--- config.mk ---
export PLATFORM = sky130hd
export DESIGN_NAME = reg_write_bank_flat
export DESIGN_NICKNAME = d
export VERILOG_FILES = /design/src/rtl/cpu_pkg.sv /design/src/rtl/reg_write_bank_if.sv /design/src/rtl/write_queue2.sv /design/src/rtl/reg_write_bank.sv /design/src/flat_wrapper.sv
export SDC_FILE = /design/constraint.sdc
export NUM_CORES = 1
export LEC_CHECK = 0
export CORE_UTILIZATION = 53
export CTS_BUF_LIST = sky130_fd_sc_hd__clkbuf_4 sky130_fd_sc_hd__clkbuf_8 sky130_fd_sc_hd__clkbuf_16
export DETAILED_ROUTE_END_ITERATION = 12
export PLACE_DENSITY = 0.88
export SETUP_SLACK_MARGIN = 0.3
export SLEW_MARGIN = 10
export SYNTH_ARGS = -nofsm -noshare
export SYNTH_HDL_FRONTEND = slang
export SYNTH_SLANG_ARGS = --single-unit
--- constraint.sdc ---
create_clock -name clk -period 7.55 [get_ports clk]
set_input_delay 1.1325 -clock clk [delete_from_list [all_inputs] [get_ports clk]]
set_output_delay 1.1325 -clock clk [all_outputs]
set_load 0.03 [all_outputs]
--- src/rtl/cpu_pkg.sv ---
// rtl/cpu_pkg.sv - shared widths, queue depth and write-queue entry type for reg_write_bank
package cpu_pkg;

    localparam int DATA_W  = 16;
    localparam int NUM_REGS = 16;
    localparam int SEL_W   = 4;
    localparam int Q_DEPTH = 2;

    typedef struct packed {
        logic [SEL_W-1:0]  select;
        logic [DATA_W-1:0] data;
    } wq_entry_t;

endpackage

--- src/rtl/reg_write_bank_if.sv ---
// rtl/reg_write_bank_if.sv - write request handshake and drain stall for reg_write_bank
interface reg_write_bank_if #(
    parameter int DATA_W = cpu_pkg::DATA_W
);

    logic                      wr_valid;
    logic                      wr_ready;
    logic [cpu_pkg::SEL_W-1:0] wr_select;
    logic [DATA_W-1:0]         wr_data;
    logic                      hold;

    modport master (
        output wr_valid,
        output wr_select,
        output wr_data,
        output hold,
        input  wr_ready
    );

    modport slave (
        input  wr_valid,
        input  wr_select,
        input  wr_data,
        input  hold,
        output wr_ready
    );

endinterface

--- src/rtl/write_queue2.sv ---
// rtl/write_queue2.sv - two-entry in-order queue, push and pop only, slot0 is always the head
module write_queue2
    import cpu_pkg::*;
#(
    parameter type entry_t = cpu_pkg::wq_entry_t
) (
    input  logic   clk,
    input  logic   reset_n,
    input  logic   push_valid,
    input  entry_t push_entry,
    output logic   push_ready,
    input  logic   pop_req,
    output logic   pop_fire,
    output entry_t slot0,
    output entry_t slot1,
    output logic [1:0] slot_valid
);

    logic [1:0] count;
    logic [1:0] count_next;
    logic       push_fire;

    assign push_fire  = push_valid && push_ready;
    assign pop_fire   = pop_req && (count != 2'd0);
    assign slot_valid = {count == 2'd2, count != 2'd0};

    always_comb begin
        count_next = count;
        if (push_fire && !pop_fire) begin
            count_next = count + 2'd1;
        end else if (pop_fire && !push_fire) begin
            count_next = count - 2'd1;
        end
    end

    // push_ready is registered from the next occupancy so it never depends on push_valid
    always_ff @(posedge clk) begin
        if (!reset_n) begin
            count      <= 2'd0;
            push_ready <= 1'b1;
            slot0      <= '0;
            slot1      <= '0;
        end else begin
            case ({push_fire, pop_fire})
                2'b10: begin
                    if (count == 2'd0) begin
                        slot0 <= push_entry;
                    end else begin
                        slot1 <= push_entry;
                    end
                end
                2'b01: begin
                    slot0 <= slot1;
                end
                2'b11: begin
                    if (count == 2'd1) begin
                        slot0 <= push_entry;
                    end else begin
                        slot0 <= slot1;
                        slot1 <= push_entry;
                    end
                end
                default: begin
                end
            endcase
            count      <= count_next;
            push_ready <= (count_next < 2'(Q_DEPTH));
        end
    end

endmodule

--- src/rtl/reg_write_bank.sv ---
// rtl/reg_write_bank.sv - 16-entry register bank fed by a two-deep write queue
// Optional: REG_WRITE_BANK_R0_ZERO_EN makes r0 a hardwired zero register.
module reg_write_bank
    import cpu_pkg::*;
#(
    parameter int DATA_W   = cpu_pkg::DATA_W,
    parameter int NUM_REGS = cpu_pkg::NUM_REGS
) (
    input  logic              clk,
    input  logic              reset_n,
    reg_write_bank_if.slave   wr,
    output logic [DATA_W-1:0] r0,
    output logic [DATA_W-1:0] r1,
    output logic [DATA_W-1:0] r2,
    output logic [DATA_W-1:0] r3,
    output logic [DATA_W-1:0] r4,
    output logic [DATA_W-1:0] r5,
    output logic [DATA_W-1:0] r6,
    output logic [DATA_W-1:0] r7,
    output logic [DATA_W-1:0] r8,
    output logic [DATA_W-1:0] r9,
    output logic [DATA_W-1:0] r10,
    output logic [DATA_W-1:0] r11,
    output logic [DATA_W-1:0] r12,
    output logic [DATA_W-1:0] r13,
    output logic [DATA_W-1:0] r14,
    output logic [DATA_W-1:0] r15,
    output logic [15:0]       pending_mask,
    output logic              busy
);

    typedef struct packed {
        logic [SEL_W-1:0]  select;
        logic [DATA_W-1:0] data;
    } entry_t;

    entry_t            push_entry;
    entry_t            slot0;
    entry_t            slot1;
    logic [1:0]        slot_valid;
    logic              drain;
    logic              write_en;
    logic [DATA_W-1:0] regs  [16];
    logic [DATA_W-1:0] rview [16];

    assign push_entry = '{select: wr.wr_select, data: wr.wr_data};

    write_queue2 #(
        .entry_t (entry_t)
    ) u_queue (
        .clk        (clk),
        .reset_n    (reset_n),
        .push_valid (wr.wr_valid),
        .push_entry (push_entry),
        .push_ready (wr.wr_ready),
        .pop_req    (!wr.hold),
        .pop_fire   (drain),
        .slot0      (slot0),
        .slot1      (slot1),
        .slot_valid (slot_valid)
    );

    // Drained writes to index 0 still leave the queue; they are only dropped here.
`ifdef REG_WRITE_BANK_R0_ZERO_EN
    assign write_en = drain && (int'(slot0.select) < NUM_REGS) && (slot0.select != '0);
`else
    assign write_en = drain && (int'(slot0.select) < NUM_REGS);
`endif

    always_ff @(posedge clk) begin
        if (!reset_n) begin
            for (int i = 0; i < 16; i++) begin
                regs[i] <= '0;
            end
        end else if (write_en) begin
            regs[slot0.select] <= slot0.data;
        end
    end

    for (genvar g = 0; g < 16; g++) begin : g_view
`ifdef REG_WRITE_BANK_R0_ZERO_EN
        if (g == 0 || g >= NUM_REGS) begin : g_zero
`else
        if (g >= NUM_REGS) begin : g_zero
`endif
            assign rview[g] = '0;
        end else begin : g_reg
            assign rview[g] = regs[g];
        end
    end

    assign r0  = rview[0];
    assign r1  = rview[1];
    assign r2  = rview[2];
    assign r3  = rview[3];
    assign r4  = rview[4];
    assign r5  = rview[5];
    assign r6  = rview[6];
    assign r7  = rview[7];
    assign r8  = rview[8];
    assign r9  = rview[9];
    assign r10 = rview[10];
    assign r11 = rview[11];
    assign r12 = rview[12];
    assign r13 = rview[13];
    assign r14 = rview[14];
    assign r15 = rview[15];

    always_comb begin
        pending_mask = '0;
        if (slot_valid[0]) begin
            pending_mask[slot0.select] = 1'b1;
        end
        if (slot_valid[1]) begin
            pending_mask[slot1.select] = 1'b1;
        end
`ifdef REG_WRITE_BANK_R0_ZERO_EN
        pending_mask[0] = 1'b0;
`endif
    end

    assign busy = slot_valid[0];

endmodule

--- src/flat_wrapper.sv ---
// flat-port wrapper written by rule: the top's interface ports become plain ports
module reg_write_bank_flat import cpu_pkg::*;
#(
    parameter int DATA_W   = cpu_pkg::DATA_W,
    parameter int NUM_REGS = cpu_pkg::NUM_REGS
)
  (clk, reset_n, r0, r1, r2, r3, r4, r5, r6, r7, r8, r9, r10, r11, r12, r13, r14, r15, pending_mask, busy, wr_wr_valid, wr_wr_select, wr_wr_data, wr_hold, wr_wr_ready);
  reg_write_bank_if #(.DATA_W(DATA_W)) wr_i ();
  input  logic clk;
  input  logic reset_n;
  output logic [DATA_W-1:0] r0;
  output logic [DATA_W-1:0] r1;
  output logic [DATA_W-1:0] r2;
  output logic [DATA_W-1:0] r3;
  output logic [DATA_W-1:0] r4;
  output logic [DATA_W-1:0] r5;
  output logic [DATA_W-1:0] r6;
  output logic [DATA_W-1:0] r7;
  output logic [DATA_W-1:0] r8;
  output logic [DATA_W-1:0] r9;
  output logic [DATA_W-1:0] r10;
  output logic [DATA_W-1:0] r11;
  output logic [DATA_W-1:0] r12;
  output logic [DATA_W-1:0] r13;
  output logic [DATA_W-1:0] r14;
  output logic [DATA_W-1:0] r15;
  output logic [15:0] pending_mask;
  output logic busy;
  input wire logic [$bits(wr_i.wr_valid)-1:0] wr_wr_valid;
  input wire logic [$bits(wr_i.wr_select)-1:0] wr_wr_select;
  input wire logic [$bits(wr_i.wr_data)-1:0] wr_wr_data;
  input wire logic [$bits(wr_i.hold)-1:0] wr_hold;
  output wire logic [$bits(wr_i.wr_ready)-1:0] wr_wr_ready;
  assign wr_i.wr_valid = wr_wr_valid;
  assign wr_i.wr_select = wr_wr_select;
  assign wr_i.wr_data = wr_wr_data;
  assign wr_i.hold = wr_hold;
  assign wr_wr_ready = wr_i.wr_ready;
  reg_write_bank #(.DATA_W(DATA_W), .NUM_REGS(NUM_REGS)) u_core (.clk(clk), .reset_n(reset_n), .wr(wr_i), .r0(r0), .r1(r1), .r2(r2), .r3(r3), .r4(r4), .r5(r5), .r6(r6), .r7(r7), .r8(r8), .r9(r9), .r10(r10), .r11(r11), .r12(r12), .r13(r13), .r14(r14), .r15(r15), .pending_mask(pending_mask), .busy(busy));
endmodule
==> qor.yml <==
synth_ff_type: "edfxtp_1"
status: "complete, no violations"
worstHoldPathType: "reg -> reg"
async_reset_ff_frac: 0
routabilityCongestion: 0.957
first_pass_iters: 5
slew_violations: 0
drtIter0Drc: 988
synth.cell_area_mm2: 0.0115
drt-total-wl_um: 34300
synth_cell_types: 31
worst_path_largest_cell_delay_ns: 1.11
hold_violations: 0
syn_to_final_growth_pct: 36.1
grt-ovfl-total: 0
ys_seq_area_frac: 0.740
crit_type: "in -> reg"
required_ns: 7.71
synth_edf_count: 256
clk_pin_slew_ns: 0.06
cp_max_fo: 68
post_cts_buffers: 0
numCtsBuffers: 29
rows: 53
rrSetupSlack_ns: 4.12
grt_pass1_vias: 8405
clk_latency_ns: 0.53
clock_path_buffers: 3
tritoncts: "done"
cp.arrival_ns: 4.80
dr_total_vias: 8882
die-area_mm2: 0.0224
grt_pass1_wl_um: 50200
cts_hold_buf: 0
yosysTopAreaCell: "edfxtp_1"
fin_crit_sh: 0.614
initial_core_util: 0.544
wl_per_cell_um: 22.8
die_width_um: 150
nets: 1235
slew_headroom: 0.238
die_h_um: 150
route.antenna.remaining_nets: 0
root_buffer: "clkbuf_16"
hold_slack_ns: 0.471
cts_num_sinks: 299
antenna_cells: 0
maxCapViolCount: 0
postSynthAreaPerCell_um2: 12.5
drive_gt1_frac: 0.0644
start_kind: "input port"
antenna_found_initial: 0
path_cells: "clkdlybuf4s50_1, inv_2, or4_2, buf_4, o21ai_2"
min_period_ns: 4.64
post_cts_resized: 0
core_area_mm2: 0.0212
cp-end-kind: "register"
io_buffers: 297
cts_max_level: 1
crit_slowest_cell: "clkdlybuf4s50_1"
syn_nets: 958
setup_violations: 0
fmax_ghz: 0.216
synth-seq-cells: 299
synth_area_leaders: "edfxtp_1, nor2_1, dfxtp_1"
final_common_cell: "clkdlybuf4s50_1"
grt_max_degree: 69
tightestPinTransition_ns: 1.14
dpl.hpwl_um: 23500
track_usage: 0.303
yosys.area.top_type_share: 0.666
fin_skew_ns: 0.0117
vias_per_cell: 5.92
syn_inst: 927
drc: 0
leakagePower_nw: 5.25
finalSetupTns_ns: 0
io_pins: 298
ys.warnings.count: 0
rsz0062_at_grt: "no"
ir_worst_vdd_v: 0.000190
final_cell_mix: "clkdlybuf4s50_1, nor2_1, edfxtp_1"
power_density_mw_per_mm2: 266
==> per-stage QoR <==
step | instance area, um^2 | instances | total power [mW] | setup slack [ns] | utilization
after global routing | 15700 | 1501 | 4.28 | 2.81 | 0.741
after global placement | 14700 | 1448 | 2.68 | 2.60 | 0.695
after floorplan | 11500 | 927 | 2.40 | 4.03 | -
final | 15700 | 1501 | 4.18 | 2.91 | 0.741
after detailed placement | 14700 | 1448 | 2.70 | 2.46 | 0.695
after CTS | 15700 | 1501 | 4.17 | 3.00 | 0.741
==> Yosys cell counts, types with 4 or more instances <==
library cell / n
buf_2: 4
edfxtp_1: 256
a21oi_1: 21
inv_1: 7
nand2_1: 94
o211ai_1: 40
dfxtp_1: 43
nand3_1: 4
ha_1: 7
nor2_1: 261
a311oi_1: 20
o22ai_1: 6
o21ai_0: 17
buf_1: 6
o32ai_1: 10
nand2b_1: 4
clkbuf_1: 58
and2_1: 5
nor3_1: 20
o31ai_1: 21
nor2b_1: 6
==> routing by layer <==
layer | vias to the layer above | global-route usage | wire [um]
met5 | - | 0 | 0
met4 | 0 | 0.111 | 1410
met1 | 4292 | 0.386 | 11500
li1 | 3873 | - | -
met2 | 641 | 0.528 | 17500
met3 | 76 | 0.0415 | 3900
==> cell type report <==
class | count | area [um^2]
tap | 275 | 344
clock buffer | 34 | 763
multi-input combinational | 549 | 2700
timing repair buffer | 317 | 3120
sequential | 299 | 8550
inverter | 8 | 30.0
clock inverter | 19 | 216
fill | 1319 | 5500
==> worst paths after layout <==
kind / start / end / cells after the start
hold / removal: u_core.u_queue.slot1[7] / u_core.u_queue.slot1[7] / 2
setup reg to reg: u_core.u_queue.count[0] / u_core.regs[4][4] / 5
setup / recovery: reset_n / u_core.regs[8][10] / 5
hold reg to reg: u_core.u_queue.slot1[7] / u_core.u_queue.slot1[7] / 2
==> logic make-up after synthesis <==
logic type | share of synthesized area
AND/OR/NAND/NOR | 0.141
AO/OA/AOI/OAI | 0.0836
adder cells (fa/ha/maj) | 0.00758
buffers and inverters | 0.0281
flip-flops | 0.740
==> registers in the layout (all words and copies together), names as in the netlist <==
register and flops:
u_core.regs 256, u_core.u_queue.slot0 20, u_core.u_queue.slot1 20, u_core.u_queue.count 2, u_core.u_queue.push_ready 1
==> report_power, final <==
part	total [mW]	internal (mW)	switching, mW
sequential	2.00	1.89	0.117
clock	1.49	0.890	0.602
combinational	0.685	0.210	0.474
==> worst max-delay path: cells and delay by family <==
family | cells | cell delay (ns)
AND/OR/NAND/NOR | 1 | 0.74
AO/OA/AOI/OAI | 1 | 0.80
buffers and inverters | 3 | 2.03
(Power assumes the default switching activity.)
